$ cat src/rtl/fifo_wr_arbiter_if.sv
// Producer/FIFO-write-side bundle for fifo_wr_arbiter.
// master = the arbiter, slave = the producers plus the FIFO write port.
interface fifo_wr_arbiter_if #(
  parameter int NUM_REQ    = 4,
  parameter int FIFO_WIDTH = 16,
  parameter int CNT_W      = 16
);
  logic                          en;
  logic [NUM_REQ-1:0]            req;
  logic [NUM_REQ*FIFO_WIDTH-1:0] req_data;
  logic [NUM_REQ-1:0]            gnt;
  logic                          fifo_wr_en;
  logic [FIFO_WIDTH-1:0]         fifo_data_in;
  logic                          fifo_full;
  logic                          fifo_afull;
  logic                          fifo_wr_ack;
  logic                          fifo_ovf;
  logic                          stall;
  logic                          ack_err;
  logic                          ovf_err;
  logic [CNT_W-1:0]              wr_cnt;
  logic [CNT_W-1:0]              nack_cnt;

  modport master (
    input  en, req, req_data, fifo_full, fifo_afull, fifo_wr_ack, fifo_ovf,
    output gnt, fifo_wr_en, fifo_data_in, stall, ack_err, ovf_err, wr_cnt, nack_cnt
  );

  modport slave (
    output en, req, req_data, fifo_full, fifo_afull, fifo_wr_ack, fifo_ovf,
    input  gnt, fifo_wr_en, fifo_data_in, stall, ack_err, ovf_err, wr_cnt, nack_cnt
  );
endinterface

$ cat src/rtl/fifo_wr_arbiter.sv
// Round-robin arbiter sharing one FIFO write port among NUM_REQ producers,
// with full/almostfull throttling, write-ack checking and write statistics.
//
// state | meaning
// IDLE  | no request pending or arbiter disabled
// WRITE | issuing a write this cycle
// STALL | requests pending but FIFO may not accept; stall=1
module fifo_wr_arbiter #(
  parameter int NUM_REQ    = 4,
  parameter int FIFO_WIDTH = 16,
  parameter int CNT_W      = 16
) (
  input  logic             clk,
  input  logic             rst,
  fifo_wr_arbiter_if.master bus
);

  localparam int PTR_W = $clog2(NUM_REQ);

  typedef enum logic [1:0] {IDLE, WRITE, STALL} state_t;

  state_t           state, state_nxt;
  logic [PTR_W-1:0] ptr;
  logic [PTR_W-1:0] win_idx;
  logic [PTR_W-1:0] cand;
  logic             win_found;
  logic             any_req;
  logic             ok;
  logic             ack_pend;

  assign any_req = |bus.req;
  // Only free space is considered (no credit for reads), so this never overflows.
  assign ok      = bus.en && !bus.fifo_full && !(bus.fifo_afull && bus.fifo_wr_en);
  assign bus.stall = (state == STALL);

  always_comb begin
    win_found = 1'b0;
    win_idx   = '0;
    cand      = '0;
    for (int i = 0; i < NUM_REQ; i++) begin
      if (int'(ptr) + i >= NUM_REQ) cand = PTR_W'(int'(ptr) + i - NUM_REQ);
      else                          cand = PTR_W'(int'(ptr) + i);
      if (!win_found && bus.req[cand]) begin
        win_found = 1'b1;
        win_idx   = cand;
      end
    end
  end

  always_comb begin
    state_nxt = state;
    unique case (state)
      IDLE: begin
        if (any_req && ok)          state_nxt = WRITE;
        else if (any_req && bus.en) state_nxt = STALL;
      end
      WRITE, STALL: begin
        if (!any_req || !bus.en) state_nxt = IDLE;
        else if (ok)             state_nxt = WRITE;
        else                     state_nxt = STALL;
      end
      default: state_nxt = IDLE;
    endcase
  end

  always_ff @(posedge clk or posedge rst) begin
    if (rst) begin
      state            <= IDLE;
      ptr              <= '0;
      bus.gnt          <= '0;
      bus.fifo_wr_en   <= 1'b0;
      bus.fifo_data_in <= '0;
      ack_pend         <= 1'b0;
      bus.ack_err      <= 1'b0;
      bus.ovf_err      <= 1'b0;
      bus.wr_cnt       <= '0;
      bus.nack_cnt     <= '0;
    end else begin
      state    <= state_nxt;
      ack_pend <= bus.fifo_wr_en;

      if (ok && win_found) begin
        bus.fifo_wr_en   <= 1'b1;
        bus.gnt          <= NUM_REQ'(1) << win_idx;
        bus.fifo_data_in <= bus.req_data[win_idx*FIFO_WIDTH +: FIFO_WIDTH];
        ptr              <= (win_idx == PTR_W'(NUM_REQ - 1)) ? '0 : win_idx + PTR_W'(1);
      end else begin
        bus.fifo_wr_en <= 1'b0;
        bus.gnt        <= '0;
      end

      if (bus.fifo_wr_en && (bus.wr_cnt != '1)) bus.wr_cnt <= bus.wr_cnt + CNT_W'(1);

      // ack for the write of the previous cycle must be present now
      if (ack_pend && !bus.fifo_wr_ack) begin
        bus.ack_err <= 1'b1;
        if (bus.nack_cnt != '1) bus.nack_cnt <= bus.nack_cnt + CNT_W'(1);
      end

      if (bus.fifo_ovf) bus.ovf_err <= 1'b1;
    end
  end

endmodule

$ cat src/flat_wrapper.sv
// flat-port wrapper written by rule: the top's interface ports become plain ports
module fifo_wr_arbiter_flat 
#(
  parameter int NUM_REQ    = 4,
  parameter int FIFO_WIDTH = 16,
  parameter int CNT_W      = 16
)
  (clk, rst, bus_en, bus_req, bus_req_data, bus_fifo_full, bus_fifo_afull, bus_fifo_wr_ack, bus_fifo_ovf, bus_gnt, bus_fifo_wr_en, bus_fifo_data_in, bus_stall, bus_ack_err, bus_ovf_err, bus_wr_cnt, bus_nack_cnt);
  fifo_wr_arbiter_if #(.NUM_REQ(NUM_REQ), .FIFO_WIDTH(FIFO_WIDTH), .CNT_W(CNT_W)) bus_i ();
  input  logic clk;
  input  logic rst;
  input wire logic [$bits(bus_i.en)-1:0] bus_en;
  input wire logic [$bits(bus_i.req)-1:0] bus_req;
  input wire logic [$bits(bus_i.req_data)-1:0] bus_req_data;
  input wire logic [$bits(bus_i.fifo_full)-1:0] bus_fifo_full;
  input wire logic [$bits(bus_i.fifo_afull)-1:0] bus_fifo_afull;
  input wire logic [$bits(bus_i.fifo_wr_ack)-1:0] bus_fifo_wr_ack;
  input wire logic [$bits(bus_i.fifo_ovf)-1:0] bus_fifo_ovf;
  output wire logic [$bits(bus_i.gnt)-1:0] bus_gnt;
  output wire logic [$bits(bus_i.fifo_wr_en)-1:0] bus_fifo_wr_en;
  output wire logic [$bits(bus_i.fifo_data_in)-1:0] bus_fifo_data_in;
  output wire logic [$bits(bus_i.stall)-1:0] bus_stall;
  output wire logic [$bits(bus_i.ack_err)-1:0] bus_ack_err;
  output wire logic [$bits(bus_i.ovf_err)-1:0] bus_ovf_err;
  output wire logic [$bits(bus_i.wr_cnt)-1:0] bus_wr_cnt;
  output wire logic [$bits(bus_i.nack_cnt)-1:0] bus_nack_cnt;
  assign bus_i.en = bus_en;
  assign bus_i.req = bus_req;
  assign bus_i.req_data = bus_req_data;
  assign bus_i.fifo_full = bus_fifo_full;
  assign bus_i.fifo_afull = bus_fifo_afull;
  assign bus_i.fifo_wr_ack = bus_fifo_wr_ack;
  assign bus_i.fifo_ovf = bus_fifo_ovf;
  assign bus_gnt = bus_i.gnt;
  assign bus_fifo_wr_en = bus_i.fifo_wr_en;
  assign bus_fifo_data_in = bus_i.fifo_data_in;
  assign bus_stall = bus_i.stall;
  assign bus_ack_err = bus_i.ack_err;
  assign bus_ovf_err = bus_i.ovf_err;
  assign bus_wr_cnt = bus_i.wr_cnt;
  assign bus_nack_cnt = bus_i.nack_cnt;
  fifo_wr_arbiter #(.NUM_REQ(NUM_REQ), .FIFO_WIDTH(FIFO_WIDTH), .CNT_W(CNT_W)) u_core (.clk(clk), .rst(rst), .bus(bus_i));
endmodule
$ cat config.mk
export PLATFORM = sky130hd
export DESIGN_NAME = fifo_wr_arbiter_flat
export DESIGN_NICKNAME = d
export VERILOG_FILES = /design/src/rtl/fifo_wr_arbiter_if.sv /design/src/rtl/fifo_wr_arbiter.sv /design/src/flat_wrapper.sv
export SDC_FILE = /design/constraint.sdc
export NUM_CORES = 1
export LEC_CHECK = 0
export BUFFER_PORTS_ARGS = -buffer_cell sky130_fd_sc_hd__clkbuf_2
export CORE_ASPECT_RATIO = 0.8
export CORE_UTILIZATION = 30
export DETAILED_ROUTE_END_ITERATION = 8
export PLACE_DENSITY = 0.59
export SYNTH_ARGS = -nofsm -noshare
export SYNTH_HDL_FRONTEND = slang
export SYNTH_SLANG_ARGS = --single-unit
$ cat constraint.sdc
create_clock -name clk -period 2.5 [get_ports clk]
set_input_delay 0.625 -clock clk [delete_from_list [all_inputs] [get_ports clk]]
set_output_delay 0.625 -clock clk [all_outputs]
set_load 0.005 [all_outputs]
==> summary.txt <==
Run status
  – Status: complete, no violations

Clocking
  – Worst-path clk slew: around 0.050 ns
  – Root buffer cell: clkbuf_16
  – Setup repair bufs after CTS: 0
  – Clk sink count: 60
  – CTS tree: done
  – # resized after CTS: 0
  – CTS buffer count: 9
  – Hold_buf cts: 0
  – Clk Latency, worst-skew pair: approximately 0.32 ns
  – Max clock buf depth: 2
  – H-tree levels: 3

Floorplan
  – IO Pins: approximately 130
  – DIE AREA: approximately 0.011 mm²
  – Rows: 32
  – Die X: between 100 and 150 µm
  – Initial Utilization: a little under a third
  – Core region area: 0.009809 mm²
  – Die height: 92.56 µm

Worst setup path
  – Critical Path Sink Type: register
  – CP max stage cell: or4_4
  – Critical path class: in2reg
  – Max stage delay on crit path: around 0.56 ns
  – WP buf/inv: 2
  – Crit. Startpoint: bus_req[0]
  – Worst R2R Start: u_core.ptr[1]
  – Critical-path cell list: clkbuf_2, or4_4, nand2_2, inv_2, nand2b_1, o221ai_1
  – Delay-heaviest family, CP: simple AND/OR/NAND/NOR gates
  – CP Max Fanout: 18
  – Startpoint type of the worst setup path: input port
  – CP arrival: approximately 2.2 ns
  – Critical path data required time: between 2 and 3 ns

Drt
  – Drt total wl: 7051 µm
  – Routed via count: ~2,500
  – DR pass1 iterations: 4
  – Post-route ant nets: 0
  – DR vias/cell: about 4.6
  – Detailed router's first-iteration violation count: 70
  – DRC Markers: 0
  – Routed wire per std cell: approximately 13 µm

GRT
  – Vias in the first global route: about 2,400
  – Total GRT Usage: 13.71%
  – Global route total overflow: 0
  – Largest net degree at the start of global routing: 36
  – Initial antenna violation count: 0
  – First-pass GRT wire length: approximately 11,000 µm

Power and ir drop
  – Total power: 3.388 mW
  – Pwr dens: between 800 and 900 mW/mm²
  – VDD IR max: about 0.38 mV
  – Pleak: about 2.2 nW

Yosys
  – Area of the mapped netlist: 0.003075 mm²
  – Synth top cells by count: 60 x dfrtp_1, 33 x mux2i_1, 29 x nand2_1
  – Post-synth EDFFs: 0
  – Primary FF master, synth: dfrtp_1
  – Cells after Synth: 274
  – Synth area leader: dfrtp_1
  – Most frequent cell after synthesis: dfrtp_1
  – Share of the synthesized area in the top cell type: slightly below 50%
  – Post-synthesis register bit count: 60
  – Async S/R FF share, synth: 100.0%
  – Synthesized Nets: ~350
  – Synth warn: 0
  – Sequential-to-total area share from yosys stat: 48.82%
  – Area contributors post-synth: dfrtp_1 49%, mux2i_1 11%, xnor2_1 4.8%, o221ai_1 4.6%, xor2_1 4.0%
  – Avg Synthesized Cell Area: approximately 11 µm²
  – Netlist cell types: 41

Layout
  – Post-Route Utilization: 42.39%
  – Layout area overhead: 35.19%
  – Register Area: around 0.0015 mm²
  – Antenna diodes: 0
  – Fill cells: around 960
  – Multi-input gate area: approximately 0.0014 mm²
  – NumNets Final: between 400 and 500
  – Ratio of cells with drive above 1 in the final layout: between 30% and 40%

Placed design
  – Final Wtd Congestion: around 0.74
  – Input/output buffers: 130
  – HPWL Detailed: around 5300 µm

Job
  – Max Cap Viol: 0

STA
  – Fmax: slightly below 500 MHz
  – Fin crit share: 82.11%
  – Slew Limit Fails: 0
  – Worst Tran Pin Value: ~0.76 ns
  – Setup violators final: 0
  – Final min period: 2.053 ns
  – RSZ-0062 raised after global routing: no
  – Fin. Hold Viols: 0
  – Relative slew margins: between 40% and 50%
  – Clk_skew: 0.004980 ns
  – TNS Setup: 0 ns

Hold path
  – Worst min-delay path class: in2async
==> cells in the final DEF, fill, tap and decap left out, drive strengths merged, types with 2 or more instances in the layout <==
master	n
nor2	16
o221ai	16
nand2	31
xnor2	17
mux2	2
nand3	9
or2	2
and4	9
a21oi	6
nor3	4
ha	5
xor2	14
buf	5
dfrtp	60
nand4	7
clkbuf	144
mux2i	33
nand2b	4
inv	12
and3	4
==> power breakdown <==
part	internal, mW	switching (mW)
combinational	0.450	0.415
clock	0.771	0.402
sequential	1.17	0.181
==> flip-flops by register name (all words and copies together) (netlist names) <==
name and flops:
u_core.bus.wr_cnt 16, u_core.bus.nack_cnt 16, u_core.state 2, u_core.ptr 2, u_core.bus.ack_err 1, u_core.bus.fifo_data_in 16
u_core.bus.ovf_err 1, u_core.bus.gnt 4, u_core.ack_pend 1, u_core.bus.fifo_wr_en 1
==> cell type report <==
type                    count  share of cell area, %
multi-input cells         192                  34.61
inverters                  12                  1.083
well taps                 136                  4.093
clock buffers              14                  6.831
flip-flops and latches     60                  36.11
repair buffers            135                  17.15
clock inverters             1                 0.1204
==> final timing paths <==
path	to	cells after the start	slack, ns
worst min register to register	u_core.bus.ovf_err	1	0.46
min in group clk	u_core.bus.ovf_err	1	0.46
max in group asynchronous	u_core.bus.gnt[3]	3	1.57
worst max-delay path	u_core.bus.fifo_data_in[13]	6	0.45
worst max register to register	u_core.bus.fifo_data_in[13]	5	0.54
worst min-delay path	u_core.bus.wr_cnt[13]	2	0.35
==> cell families (layout without fill, tap and decap cells) <==
family	after synthesis	in the layout	synth area share [%]
multiplexers	35	35	11.47
adder cells (fa/ha/maj)	5	5	2.034
buffers and inverters	22	162	4.434
AO/OA/AOI/OAI	32	32	9.195
AND/OR/NAND/NOR	89	89	15.22
XOR/XNOR	31	31	8.828
flip-flops	60	60	48.82
==> through the flow <==
stage	worst slack (ns)	hold slack [ns]	area (µm²)	cells
finish	0.4471	0.3474	4158	550
global placement	0.2235	0.4513	3869	535
global route	0.3170	0.3894	4158	550
floorplan	0.3903	0.4515	3075	274
CTS	0.4865	0.3646	4158	550
detailed placement	0.1208	0.4541	3869	535
==> per-layer routing <==
layer,track usage [%],wire length (µm),up-vias
met5,0,0,-
li1,-,-,1257
met1,17.26,3059,1179
met4,4.545,96,0
met2,22.14,3495,81
met3,4.385,400,9
Note: power is estimated with default switching activity, not from simulation.
